===== src/rtl/uart_tx_feeder.sv =====
// uart_tx_feeder: byte FIFO in front of a UART transmitter plus a three-state
// launcher driving the tx_start / tx_din / tx_done_tick handshake.
// Optional feature macro: UART_TX_FEEDER_OVF_EN enables the sticky overflow flag.
// With the macro undefined, overflow is tied low and ovf_clr is ignored.
module uart_tx_feeder #(
    parameter int ADDR_W = 4,
    parameter int DW     = 8
) (
    input  logic              clk,
    input  logic              reset_n,
    input  logic              wr_en,
    input  logic [DW-1:0]     wr_data,
    output logic              full,
    output logic              empty,
    output logic [ADDR_W:0]   count,
    output logic              busy,
    output logic              tx_start,
    output logic [DW-1:0]     tx_din,
    input  logic              tx_done_tick,
    output logic              overflow,
    input  logic              ovf_clr
);
    localparam int DEPTH = 2**ADDR_W;
    localparam logic [ADDR_W:0] CNT_FULL = (ADDR_W+1)'(DEPTH);

    typedef enum logic [1:0] {
        S_IDLE   = 2'd0,
        S_LAUNCH = 2'd1,
        S_WAIT   = 2'd2
    } state_t;

    state_t              state;
    logic [DW-1:0]       mem [DEPTH];
    logic [ADDR_W-1:0]   wr_ptr;
    logic [ADDR_W-1:0]   rd_ptr;
    logic                push;
    logic                pop;

    // Flags come straight from the count register so they never glitch on inputs.
    assign full  = (count == CNT_FULL);
    assign empty = (count == '0);

    // A pop only frees space for the next cycle; a write while full is lost.
    assign push = wr_en && !full;
    assign pop  = (state == S_IDLE) && !empty;

    assign tx_start = (state == S_LAUNCH);
    assign busy     = (state != S_IDLE) || !empty;

    // Storage array; contents need no reset since the pointers gate visibility.
    always_ff @(posedge clk) begin
        if (push) begin
            mem[wr_ptr] <= wr_data;
        end
    end

    // Write pointer and occupancy count.
    always_ff @(posedge clk or negedge reset_n) begin
        if (!reset_n) begin
            wr_ptr <= '0;
            count  <= '0;
        end else begin
            if (push) begin
                wr_ptr <= wr_ptr + 1'b1;
            end
            case ({push, pop})
                2'b10:   count <= count + 1'b1;
                2'b01:   count <= count - 1'b1;
                default: count <= count;
            endcase
        end
    end

    // Launch FSM: pop into tx_din, pulse tx_start for one cycle, wait for done.
    always_ff @(posedge clk or negedge reset_n) begin
        if (!reset_n) begin
            state  <= S_IDLE;
            rd_ptr <= '0;
            tx_din <= '0;
        end else begin
            case (state)
                S_IDLE: begin
                    if (!empty) begin
                        tx_din <= mem[rd_ptr];
                        rd_ptr <= rd_ptr + 1'b1;
                        state  <= S_LAUNCH;
                    end
                end
                S_LAUNCH: begin
                    state <= S_WAIT;
                end
                S_WAIT: begin
                    if (tx_done_tick) begin
                        state <= S_IDLE;
                    end
                end
                default: begin
                    state <= S_IDLE;
                end
            endcase
        end
    end

`ifdef UART_TX_FEEDER_OVF_EN
    logic ovf_q;

    // Sticky write-while-full flag; a new overflow beats a simultaneous clear.
    always_ff @(posedge clk or negedge reset_n) begin
        if (!reset_n) begin
            ovf_q <= 1'b0;
        end else if (wr_en && full) begin
            ovf_q <= 1'b1;
        end else if (ovf_clr) begin
            ovf_q <= 1'b0;
        end
    end

    assign overflow = ovf_q;
`else
    logic unused_ovf_clr;
    assign unused_ovf_clr = ovf_clr;
    assign overflow       = 1'b0;
`endif

endmodule

===== config.mk =====
export PLATFORM = sky130hd
export DESIGN_NAME = uart_tx_feeder
export DESIGN_NICKNAME = d
export VERILOG_FILES = /design/src/rtl/uart_tx_feeder.sv
export SDC_FILE = /design/constraint.sdc
export NUM_CORES = 1
export LEC_CHECK = 0
export ABC_AREA = 1
export BUFFER_PORTS_ARGS = -buffer_cell sky130_fd_sc_hd__buf_2
export CORE_ASPECT_RATIO = 1.25
export CORE_MARGIN = 4
export CORE_UTILIZATION = 35
export CTS_BUF_LIST = sky130_fd_sc_hd__clkbuf_8
export DETAILED_ROUTE_END_ITERATION = 7
export SYNTH_ARGS = -nofsm -noshare
export SYNTH_HDL_FRONTEND = slang
export SYNTH_SLANG_ARGS = --single-unit
export TNS_END_PERCENT = 30

===== constraint.sdc =====
create_clock -name clk -period 2.64 [get_ports clk]
set_input_delay 0.264 -clock clk [delete_from_list [all_inputs] [get_ports clk]]
set_output_delay 0.264 -clock clk [all_outputs]
set_load 0.005 [all_outputs]

# Word-level counts from Yosys, hierarchy flattened
# Memory sizes are Yosys's and may differ from the RTL's. A register that Yosys moved wholly into a read port is not among the register bits.
# Index checks and enable logic that the tools add are counted.
# classes
addsub,4
n_eq_ne,7
bitwise_logic,1
muxes,6
n_reduce_logical,12
# ops
cell,count
case mux 5 bit (2 select lines),1
adder 4 x 1 -> 4 bit (second input constant),2
case mux 2 bit (3 select lines),1
adder 5 x 1 -> 5 bit (second input constant),1
equality test 5 bit (second input constant),1
zero test 5 bit,1
subtractor 5 x 1 -> 5 bit (second input constant),1
equality test 2 x 1 -> 1 bit (second input constant),2
equality test 2 bit (second input constant),2
two-way mux 2 bit,2
!= test 2 bit (second input constant),2
AND reduction 2 bit,2
nonzero test 2 bit,2
zero test 1 bit,3
logical AND 1 bit,2
zero test 2 bit,1
two-way mux 1 bit,2
logical OR 1 bit,1
NOT 1 bit,1
# totals
reg_bits,15
word_cells,35
memories,1
output_inout_bits,18
ram_bits,128
inputBits,13
# memory_table
name,depth,width,read_ports,rd_clocked_by_memory_dff,write_ports,line,rtl
mem,16,8,1,1,1,33,logic [DW-1:0] mem [DEPTH];

# Logic depth before layout (Yosys ltp)
# Gate-level depths: netlist (run 1).
# logic_depth
ltp_word,5
ltp_mapped,15

# Worst setup path after synthesis (run 1)
# OpenSTA, ideal clock, no wires.
# synth_path
kind,flip-flop to flip-flop
startpoint,register count[1]
endpoint,register count[4]
path_stages_with_launch,15
path_slack_ns,0.347
synth_period_minus_slack_ns,2.293
setup_ns,0.065
t_arrival_ns,2.228
cell_sequence,dfrtp_1 nor4_2 nand2_1 nand2_1 buf_2 ha_1 xor2_1 ha_1 inv_1 nand2_1 nand3_1 nand2_1 xor2_1 nand2_1 nand2_1
# synth_between
elab_chain_cells,5
# synth_lines
item,line,rtl
from (decl),15,"output logic [ADDR_W:0] count,"
from (signal assigned),67,2'b10: count <= count + 1'b1;
from (signal assigned),68,2'b01: count <= count - 1'b1;
from (signal assigned),69,default: count <= count;
equality test 5 bit or zero test 5 bit (tied branches),"40, 41",
"zero test 1 bit, on equally long branches",-,
"logical AND 1 bit, on equally long branches","44, 45",
equality test 2 x 1 -> 1 bit or equality test 2 bit (tied branches),66,"case ({push, pop})"
case mux 5 bit (2 select lines) or nonzero test 2 bit (tied branches),-,
# Several ways; a longest one is shown, not always the timed one.
# A chain may end at the register's enable or synchronous reset.

# Worst setup path in the final report (run 1)
# Ends and elaborated chain as after synthesis.

==> results.txt, run 1 <==
status = finished clean
total core area = 0.0189 mm²
Final Critical Period = 2.35 ns
CTS Sinks = 151
GPL Wtd Cong = 0.793
mux cell area share after synthesis = 0
hold depth = 3
Synth Area in XOR/XNOR = 0.0103
Final Setup Violations = 0
Area Growth Syn to Fin = 11.9%
min-delay worst type = input port to flop
sequential power share = 0.413
Antenna diodes = 0
syn nets = 711
Buffers on Ports = 28
Syn Area/Cell = 9.86 µm²
Hold Crit Endpoint = state[1]
fin util = 0.402
clk_lat worst skew = 0.44 ns
CTS buffer count = 17
Yosys top cell by area = edfxtp_1
Max FO, Critical Path = 13
ANT nets after route = 0
cells after synthesis = 689
Synth Area in Simple Gates = 0.222
Die H = 164 µm
drt total wl = 14800 µm
Reg2Reg Depth = 14
Synth top area share = 0.566
leakage = 3.42 nW
TNS Setup = 0 ns
r2r startpoint = count[1]
Compound-Gate Fraction of Synth Area = 0.00700
Tcrit/Tclk final = 0.890
CP arrival = 2.73 ns
Reg-to-Reg End = count[4]
Ports = 31
layout cells sized above 1 = 0.115
initial drt markers = 216
HP Start = tx_done_tick
critical setup path kind = flop to flop
Gate power share = 0.380
Fin. Hold Viols = 0
maximum VDD drop = 0.000442 V
Max-Cap Viols = 0
DR WL/cell = 15.2 µm
clk_skew = 0.0120 ns
Crit. End Element = flop
Max-slew headroom = 0.194
DR vias = 4486
total power = 7.60 mW
H-tree depth = 4
CTS tree = done
initial antenna violation count = 0
Hold Worst Slack = 0.0616 ns
first-pass GRT wire length = 23900 µm
Post-Place Cells = 940
Mapped Area = 0.00680 mm²
critical path launch point type = flop
count of warnings emitted by yosys = 0
net switching power of the design = 3.05 mW
adder-cell share of the synthesized area = 0.0166
worst-margin pin slew = 1.20 ns
Worst-path clk slew = 0.09 ns
Initial Util = 0.359
final count of pins violating max slew = 0
switch share = 0.402
Pre-antenna DRT Iters = 4
P per Cell Area = 999 mW/mm²
Reg2Reg Setup Slack = 0.29 ns
RSZ-0062 raised after global routing = no
Die X = 133 µm
GRT Residual Overflow = 0
internal power = 4.55 mW
Nets = 750
Total GRT Usage = 0.144
Die Area = 0.0217 mm²
power share of the clock group = 0.207
HPWL Detailed = 9350 µm
vias in the first global route = 4531
largest net degree at the start of global routing = 68
Clk Tree Root Cell = clkbuf_8
fin cells = 973
routed vias/inst = 4.61
drc violations = 0
Critical Path RT = 3.02 ns
top cells by area in the synthesized netlist = edfxtp_1, nand2_1, dfrtp_1
Yosys cell types = 25
Seq/Total Area, Yosys = 0.650
Max Clk Rate = 0.426 GHz
Clock Path Buffers = 2
Post-CTS Setup Inserts = 0
Synth Register Bits = 151
Rows = 56
largest family of logic cells by synthesized area = simple AND/OR/NAND/NOR gates
[per-stage QoR]
| stage | setup WS [ns] | cell area, µm² |
|---|---|---|
| floorplan | 0.347 | 6800 |
| global placement | 0.288 | 7240 |
| detailed placement | 0.270 | 7240 |
| CTS | 0.257 | 7600 |
| global route | 0.0574 | 7610 |
| finish | 0.290 | 7610 |
[cell usage after synthesis (all sizes together)]
master,number
clkinv,1
o21a,1
nor3,16
a21oi,1
nand3,102
inv,121
o21ai,4
nand2,238
o21bai,1
buf,28
clkbuf,2
nor2,3
xnor2,3
nor4,1
dfrtp,23
conb,1
a21boi,1
edfxtp,128
ha,9
xor2,5
[how the worst max path moves through the flow]
| stage | slack [ns] | cells after the start | start | to |
|---|---|---|---|---|
| after floorplan | 0.35 | 14 | count[1] | count[4] |
| after global placement | 0.29 | 14 | count[1] | count[4] |
| after detailed placement | 0.27 | 14 | count[1] | count[4] |
| after CTS | 0.26 | 14 | count[1] | count[4] |
| after global routing | 0.06 | 14 | count[1] | count[4] |
| final | 0.29 | 14 | count[1] | count[4] |
[worst max-delay path: stages (launching register included)]
cell and delay (ns):
dfrtp_1 0.46, nor4_4 0.31, nand2_1 0.11, nand2_2 0.08, inv_2 0.10, ha_1 0.29, xor2_1 0.21, ha_1 0.18
inv_1 0.04, nand2_1 0.09, nand3_1 0.08, nand2_1 0.08, xor2_1 0.15, nand2_1 0.07, nand2_1 0.05
[flip-flops by register name, summed over array words and instances (netlist names)]
signal	count
mem	128
tx_din	8
rd_ptr	4
state	2
wr_ptr	4
count	5
[power by group through the flow]
stage / clock network (mW) / registers, mW / logic [mW]
floorplan: 0 / 3.15 / 2.02
global placement: 0 / 3.17 / 2.90
detailed placement: 0 / 3.18 / 2.91
CTS: 1.63 / 3.13 / 2.93
global route: 1.72 / 3.18 / 3.30
finish: 1.57 / 3.14 / 2.89
[cell usage in the layout, fill, tap and decap left out, drive strengths merged, types with 4 or more instances in the layout]
| cell type | Yosys | final |
|---|---|---|
| nand2 | 238 | 238 |
| inv | 121 | 129 |
| edfxtp | 128 | 128 |
| nand3 | 102 | 102 |
| buf | 28 | 49 |
| dfrtp | 23 | 23 |
| clkbuf | 2 | 17 |
| nor3 | 16 | 16 |
| ha | 9 | 9 |
| xor2 | 5 | 5 |
| clkinvlp | 0 | 5 |
| o21ai | 4 | 4 |
[cell families after synthesis]
family,after synthesis
simple gates,360
buf+inv,152
flops,151
fa+ha+maj,9
compound gates,8
xor+xnor,8
other cells,1
[layout make-up]
| type | count | area, µm² |
|---|---|---|
| clock buffers | 17 | 234 |
| clock inverters | 15 | 119 |
| fillers | 1859 | 11300 |
| inverters | 122 | 458 |
| multi-input cells | 386 | 1750 |
| flip-flops and latches | 151 | 4420 |
| well taps | 232 | 290 |
| repair buffers | 50 | 333 |
[layer usage]
layer	GRT usage	routed length, µm
met5	0	0
met2	0.264	7960
met4	0.0666	450
met1	0.165	6050
met3	0.0221	365
[repair_timing]
item | CTS | global route
gates resized for setup | 0 | 1
endpoints found under the setup margin | 0 | 1
hold buffers | 1 | 0
endpoints found under the hold margin | 23 | 0
Note: power is estimated with default switching activity, not from simulation.
==> run 2: changes to the inputs <==
- BUFFER_PORTS_ARGS: -buffer_cell sky130_fd_sc_hd__buf_2 -> -buffer_cell sky130_fd_sc_hd__buf_4
- CORE_ASPECT_RATIO: 1.25 -> not set
- clock period: 2.64 -> 2.35 ns (I/O delays scaled with it)
==> run 2 against run 1 <==
Net effect: register-to-register slack lost 0.10 ns; sequential power increased by 12%; wire length rose by 1.4%; design area is 2.7% higher; count of clock-buffer cells in the layout stayed put; non-clock buffer count is 7 higher; power grew 17%; critical path type unchanged; via count grew 1.1%; maximum frequency rose by 8.6%.
==> results.txt, run 2 (synthesis gave the netlist of run 1 again) <==
routed vias/inst = 4.50 (-2.3%)
RSZ-0062 raised after global routing = no
Die H = 147 µm (-10%)
TNS Setup = 0 ns (unchanged)
Tcrit/Tclk final = 0.920 (+0.0304)
GR Layer Usage met1 = 0.208 (+0.0425)
Critical Path Start = count[1]
ANT nets after route = 0 (unchanged)
final count of pins violating max slew = 0 (unchanged)
worst-margin pin slew = 0.579 ns (-0.620 ns)
Buffers on Ports = 28 (unchanged)
Worst-path clk slew = 0.08 ns (about the same)
Total GRT Usage = 0.144 (+0.000695)
GRT Max-Usage Layer = met2
net switching power of the design = 3.39 mW (+11%)
Die Area = 0.0217 mm² (about the same)
Clk Tree Root Cell = clkbuf_8
P per Cell Area = 1140 mW/mm² (+14%)
maximum VDD drop = 0.000434 V (-1.9%)
critical setup path kind = flop to flop
Reg2Reg Setup Slack = 0.19 ns (-0.10 ns)
initial drt markers = 428 (+98%)
Pre-antenna DRT Iters = 4 (unchanged)
first-pass GRT wire length = 23900 µm (+0.12%)
most frequent cells in the layout = nand2_1, edfxtp_1, inv_1, nand3_1, buf_4
largest net degree at the start of global routing = 68 (unchanged)
fin util = 0.413 (+0.0113)
Gate power share = 0.379 (about the same)
Reg-to-Reg End = count[4]
Post-CTS Setup Inserts = 0 (unchanged)
Antenna diodes = 0 (unchanged)
Max-slew headroom = 0.613 (+0.419)
Ports = 31 (unchanged)
min-delay worst type = input port to flop
Max Clk Rate = 0.462 GHz (+8.6%)
total core area = 0.0189 mm² (-0.13%)
switch share = 0.381 (-0.0210)
Nets = 757 (+0.93%)
commonest non-fill, non-tap cell in the layout = nand2_1
sequential power share = 0.397 (-0.016)
vias in the first global route = 4362 (-3.7%)
internal power = 5.51 mW (+21%)
Max-Cap Viols = 0 (unchanged)
Final Setup Violations = 0 (unchanged)
DR WL/cell = 14.9 µm (-2.0%)
power share of the clock group = 0.224 (+0.017)
Fin. Hold Viols = 0 (unchanged)
Area Growth Syn to Fin = 14.9%
clk_lat worst skew = 0.45 ns (about the same)
Reg2Reg Depth = 13 (-1)
met2 Usage GRT = 0.214 (-0.0493)
Rows = 50 (-11%)
initial antenna violation count = 0 (unchanged)
CTS Sinks = 151 (unchanged)
layout cells sized above 1 = 0.119 (+0.00443)
drt total wl = 15000 µm (+1.4%)
# fillers = 1871 (+0.65%)
Crit. End Element = flop
CP arrival = 2.55 ns (-0.18 ns)
CTS buffer count = 17 (unchanged)
clk_skew = 0.0104 ns (-0.00155 ns)
Max FO, Critical Path = 5 (-8)
Die X = 147 µm (+11%)
drc violations = 0 (unchanged)
r2r startpoint = count[1]
crit path capture = count[4]
GRT Residual Overflow = 0 (unchanged)
CTS tree = done
largest register by flop count = mem
largest registers = mem: 128 flops, tx_din: 8 flops, count: 5 flops
HPWL Detailed = 9110 µm (-2.5%)
met3 global-route usage = 0.0284 (+0.00632)
leakage = 3.51 nW (+2.5%)
H-tree depth = 4 (unchanged)
total power = 8.89 mW (+17%)
Clock Path Buffers = 2 (unchanged)
DR vias = 4534 (+1.1%)
Initial Util = 0.360 (+0.000476)
status = finished clean
Critical Path RT = 2.74 ns (-0.28 ns)
max reg flops = 128 (unchanged)
critical path launch point type = flop
GPL Wtd Cong = 0.761 (-4.1%)
Final Critical Period = 2.16 ns (-0.187 ns)
run 2: changes by cell type in the layout (fill, tap and decap cells not counted), moves of 2 or more:
cell / previous run / this run
clkinv_1: 1 / 3
bufinv_16: 0 / 3
buf_4: 19 / 53
buf_2: 28 / 0
inv_6: 6 / 2
clkinvlp_4: 5 / 1
run 2: through the flow:
stage	hold WS, ns	worst slack (ns)	instance area [µm²]	instances
detailed placement	0.148	0.0864	7390	974
finish	0.110	0.187	7810	1007
global placement	0.145	0.127	7390	974
global route	0.100	0.000993	7810	1007
CTS	0.0896	0.0548	7800	1007
floorplan	-0.0606	0.0566	6800	689
run 2: final cells by class:
type                    instances  area, µm²  share of cell area
repair buffers                 57        458              0.0586
well taps                     260        325              0.0417
clock inverters                14        158              0.0202
multi-input cells             386       1760               0.225
clock buffers                  17        234              0.0300
inverters                     122        458              0.0586
flip-flops and latches        151       4420               0.566
run 2: timing repair:
item / in CTS / in global routing
hold endpoints to repair: 24 / 0
resized for setup: 0 / 3
hold buffers: 2 / 0
endpoints found under the setup margin: 0 / 1
run 2: power by group through the flow:
stage	logic [mW]	registers, mW	clock network [mW]
2_1_floorplan	2.27	3.54	0
3_3_place_gp	3.35	3.56	0
3_5_place_dp	3.37	3.57	0
4_1_cts	3.40	3.51	2.05
5_1_grt	3.83	3.56	2.15
6_report	3.37	3.53	1.99
run 2: how the worst min path moves through the flow:
stage / from / depth (start not counted) / to / slack, ns
2_1_floorplan: reset_n / 0 / count[0] / -0.06
5_1_grt: wr_data[1] / 1 / mem[11][1] / 0.10
4_1_cts: wr_data[1] / 1 / mem[10][1] / 0.09
3_3_place_gp: reset_n / 1 / count[1] / 0.14
6_report: wr_data[0] / 1 / mem[4][0] / 0.11
3_5_place_dp: reset_n / 1 / count[1] / 0.15
run 2: worst max-delay path, stage by stage, from the launching register on:
cell,delay [ns]
dfrtp_1,0.41
nor4_4,0.30
nand2_1,0.13
nand2_1,0.10
ha_2,0.25
xor2_1,0.20
ha_1,0.17
inv_1,0.04
nand2_1,0.09
nand3_1,0.08
nand2_1,0.08
xor2_1,0.14
nand2_1,0.06
nand2_1,0.05
run 2: layer usage:
layer / routed length [µm] / share of wire / vias up
li1: - / - / 2282
met1: 7280 / 0.48 / 2121
met2: 6710 / 0.45 / 106
met3: 726 / 0.048 / 25
met4: 328 / 0.022 / 0
met5: 0 / 0 / -
==> run 3: changes to the inputs <==
- REMOVE_ABC_BUFFERS: not set -> 1
==> run 3 against run 2 <==
Net effect: sequential share of layout area shrank 0.47 points; clock skew about the same; sequential power barely moved; critical path depth did not move; cell count unchanged.
==> results.txt, run 3 (synthesis gave the netlist of run 1 again) <==
status = finished clean
Reg2Reg Depth = 13 (unchanged)
commonest non-fill, non-tap cell in the layout = nand2_1
max reg flops = 128 (unchanged)
pre-CTS setup slack = 0.0445 ns (-0.0419 ns)
CP arrival = 2.54 ns (about the same)
HPWL Detailed = 9240 µm (+1.3%)
Initial Util = 0.360 (unchanged)
leakage = 3.51 nW (+0.23%)
Critical Path Max Stage Delay = 0.42 ns (about the same)
vias in the first global route = 4320 (-0.96%)
Clk Tree Root Cell = clkbuf_8
Slowest-stage cell, CP = dfrtp_1
worst-margin pin slew = 0.756 ns (+0.177 ns)
Area Growth Syn to Fin = 15.9%
Max-Cap Viols = 0 (unchanged)
post-route cell area = 0.00787 mm² (+0.82%)
Worst path depth = 13 (unchanged)
clk_lat worst skew = 0.45 ns (about the same)
Die X = 147 µm (unchanged)
final count of pins violating max slew = 0 (unchanged)
GRT Residual Overflow = 0 (unchanged)
Rows = 50 (unchanged)
initial drt markers = 384 (-10%)
P per Cell Area = 1150 mW/mm² (+0.78%)
maximum VDD drop = 0.000487 V (+12%)
DR vias = 4523 (-0.24%)
Final Critical Period = 2.14 ns (-0.0188 ns)
Total GRT Usage = 0.147 (+0.00254)
Die H = 147 µm (unchanged)
metal3 WL = 621 µm (-14%)
drt total wl = 15000 µm (-0.50%)
CTS Sinks = 151 (unchanged)
placed cell area = 0.00740 mm² (+0.17%)
worst setup margin = 0.206 ns (+0.0188 ns)
hold depth = 1 (unchanged)
Max-slew headroom = 0.493 (-0.120)
Nets = 757 (unchanged)
Max Clk Rate = 0.466 GHz (+0.88%)
Buffers on Ports = 28 (unchanged)
drc violations = 0 (unchanged)
GPL Wtd Cong = 0.779 (+2.5%)
Clock Path Buffers = 2 (unchanged)
fin util = 0.417 (+0.00338)
clk_skew = 0.0105 ns (+0.0000657 ns)
crit path buf inv count = 3 (+2)
Final Setup Violations = 0 (unchanged)
most frequent cells in the layout = nand2_1, edfxtp_1, inv_1, nand3_1, buf_4
Ports = 31 (unchanged)
Critical Path RT = 2.74 ns (about the same)
critical setup path kind = flop to flop
Top Layer Used = met4
met2 WL = 7370 µm (+9.8%)
initial antenna violation count = 0 (unchanged)
Worst-path clk slew = 0.08 ns (about the same)
largest register by flop count = mem
largest registers = mem: 128 flops, tx_din: 8 flops, count: 5 flops
Post-CTS Setup Inserts = 0 (unchanged)
Crit path max-delay family = simple AND/OR/NAND/NOR gates
CP most frequent cell = nand2_1
Hold Worst Slack = 0.118 ns (+0.00837 ns)
Tcrit/Tclk final = 0.912 (-0.00799)
total core area = 0.0189 mm² (unchanged)
Pre-antenna DRT Iters = 4 (unchanged)
Max FO, Critical Path = 5 (unchanged)
Metal-1 WL = 6660 µm (-8.4%)
DR WL/cell = 14.9 µm (-0.50%)
ANT nets after route = 0 (unchanged)
H-tree depth = 4 (unchanged)
Crit. End Element = flop
CTS buffer count = 17 (unchanged)
CTS tree = done
layout cells sized above 1 = 0.126 (+0.00669)
Fin. Hold Viols = 0 (unchanged)
critical path launch point type = flop
Antenna diodes = 0 (unchanged)
first-pass GRT wire length = 24100 µm (+0.90%)
total power = 9.04 mW (+1.6%)
largest net degree at the start of global routing = 68 (unchanged)
Die Area = 0.0217 mm² (unchanged)
cells along the critical path = nor4_4, nand2_2, nand2_2, inv_2, ha_4, ha_1, inv_1, o21bai_1, inv_1, nand2_1, xor2_1, nand2_1, nand2_1
routed vias/inst = 4.49 (-0.24%)
min-delay worst type = input port to flop
run 3: area by class of cell:
type                            count  area [µm²]
Clock inverter                     14         183
Clock buffer                       17         234
Multi-Input combinational cell    386        1780
Inverter                          122         458
Fill cell                        1846       11000
Tap cell                          260         325
Timing Repair Buffer               57         470
Sequential cell                   151        4420
run 3: path summary, 6_finish.rpt:
path	startpoint	end	slack (ns)
setup / recovery	count[1]	count[4]	0.21
hold / removal	wr_data[5]	mem[0][5]	0.12
min in group asynchronous	reset_n	state[1]	0.21
hold reg to reg	tx_din[7]	tx_din[7]	0.49
max in group asynchronous	reset_n	rd_ptr[0]	1.88
setup reg to reg	count[1]	count[4]	0.21
run 3: layer usage:
metal	global-route usage	vias to the layer above
met5	0	-
met4	0.0541	0
met3	0.0389	17
met2	0.241	94
met1	0.188	2131
li1	-	2281
run 3: timing repair:
action / 4_1_cts / 5_1_grt
setup endpoints to repair: 0 / 10
hold buffers: 2 / 0
gates resized for setup: 0 / 7
hold endpoints to repair: 24 / 0
run 3: per-stage QoR:
step	setup TNS [ns]	std cells
after floorplan	-2.39	659
after global placement	0	974
after detailed placement	0	974
after CTS	0	1007
after global routing	-0.000987	1007
final	0	1007
run 3: worst register-to-register path, cell delays in order (launching register included):
cell      delay [ns]
dfrtp_1         0.42
nor4_4          0.36
nand2_2         0.10
nand2_2         0.08
inv_2           0.05
ha_4            0.18
ha_1            0.31
inv_1           0.06
o21bai_1        0.14
inv_1           0.05
nand2_1         0.07
xor2_1          0.14
nand2_1         0.06
nand2_1         0.05
run 3: where the power goes:
part	internal, mW	leakage [nW]	switching [mW]
combinational	1.21	1.87	2.22
sequential	3.30	1.44	0.219
clock	1.14	0.203	0.951
total	5.65	3.51	3.39
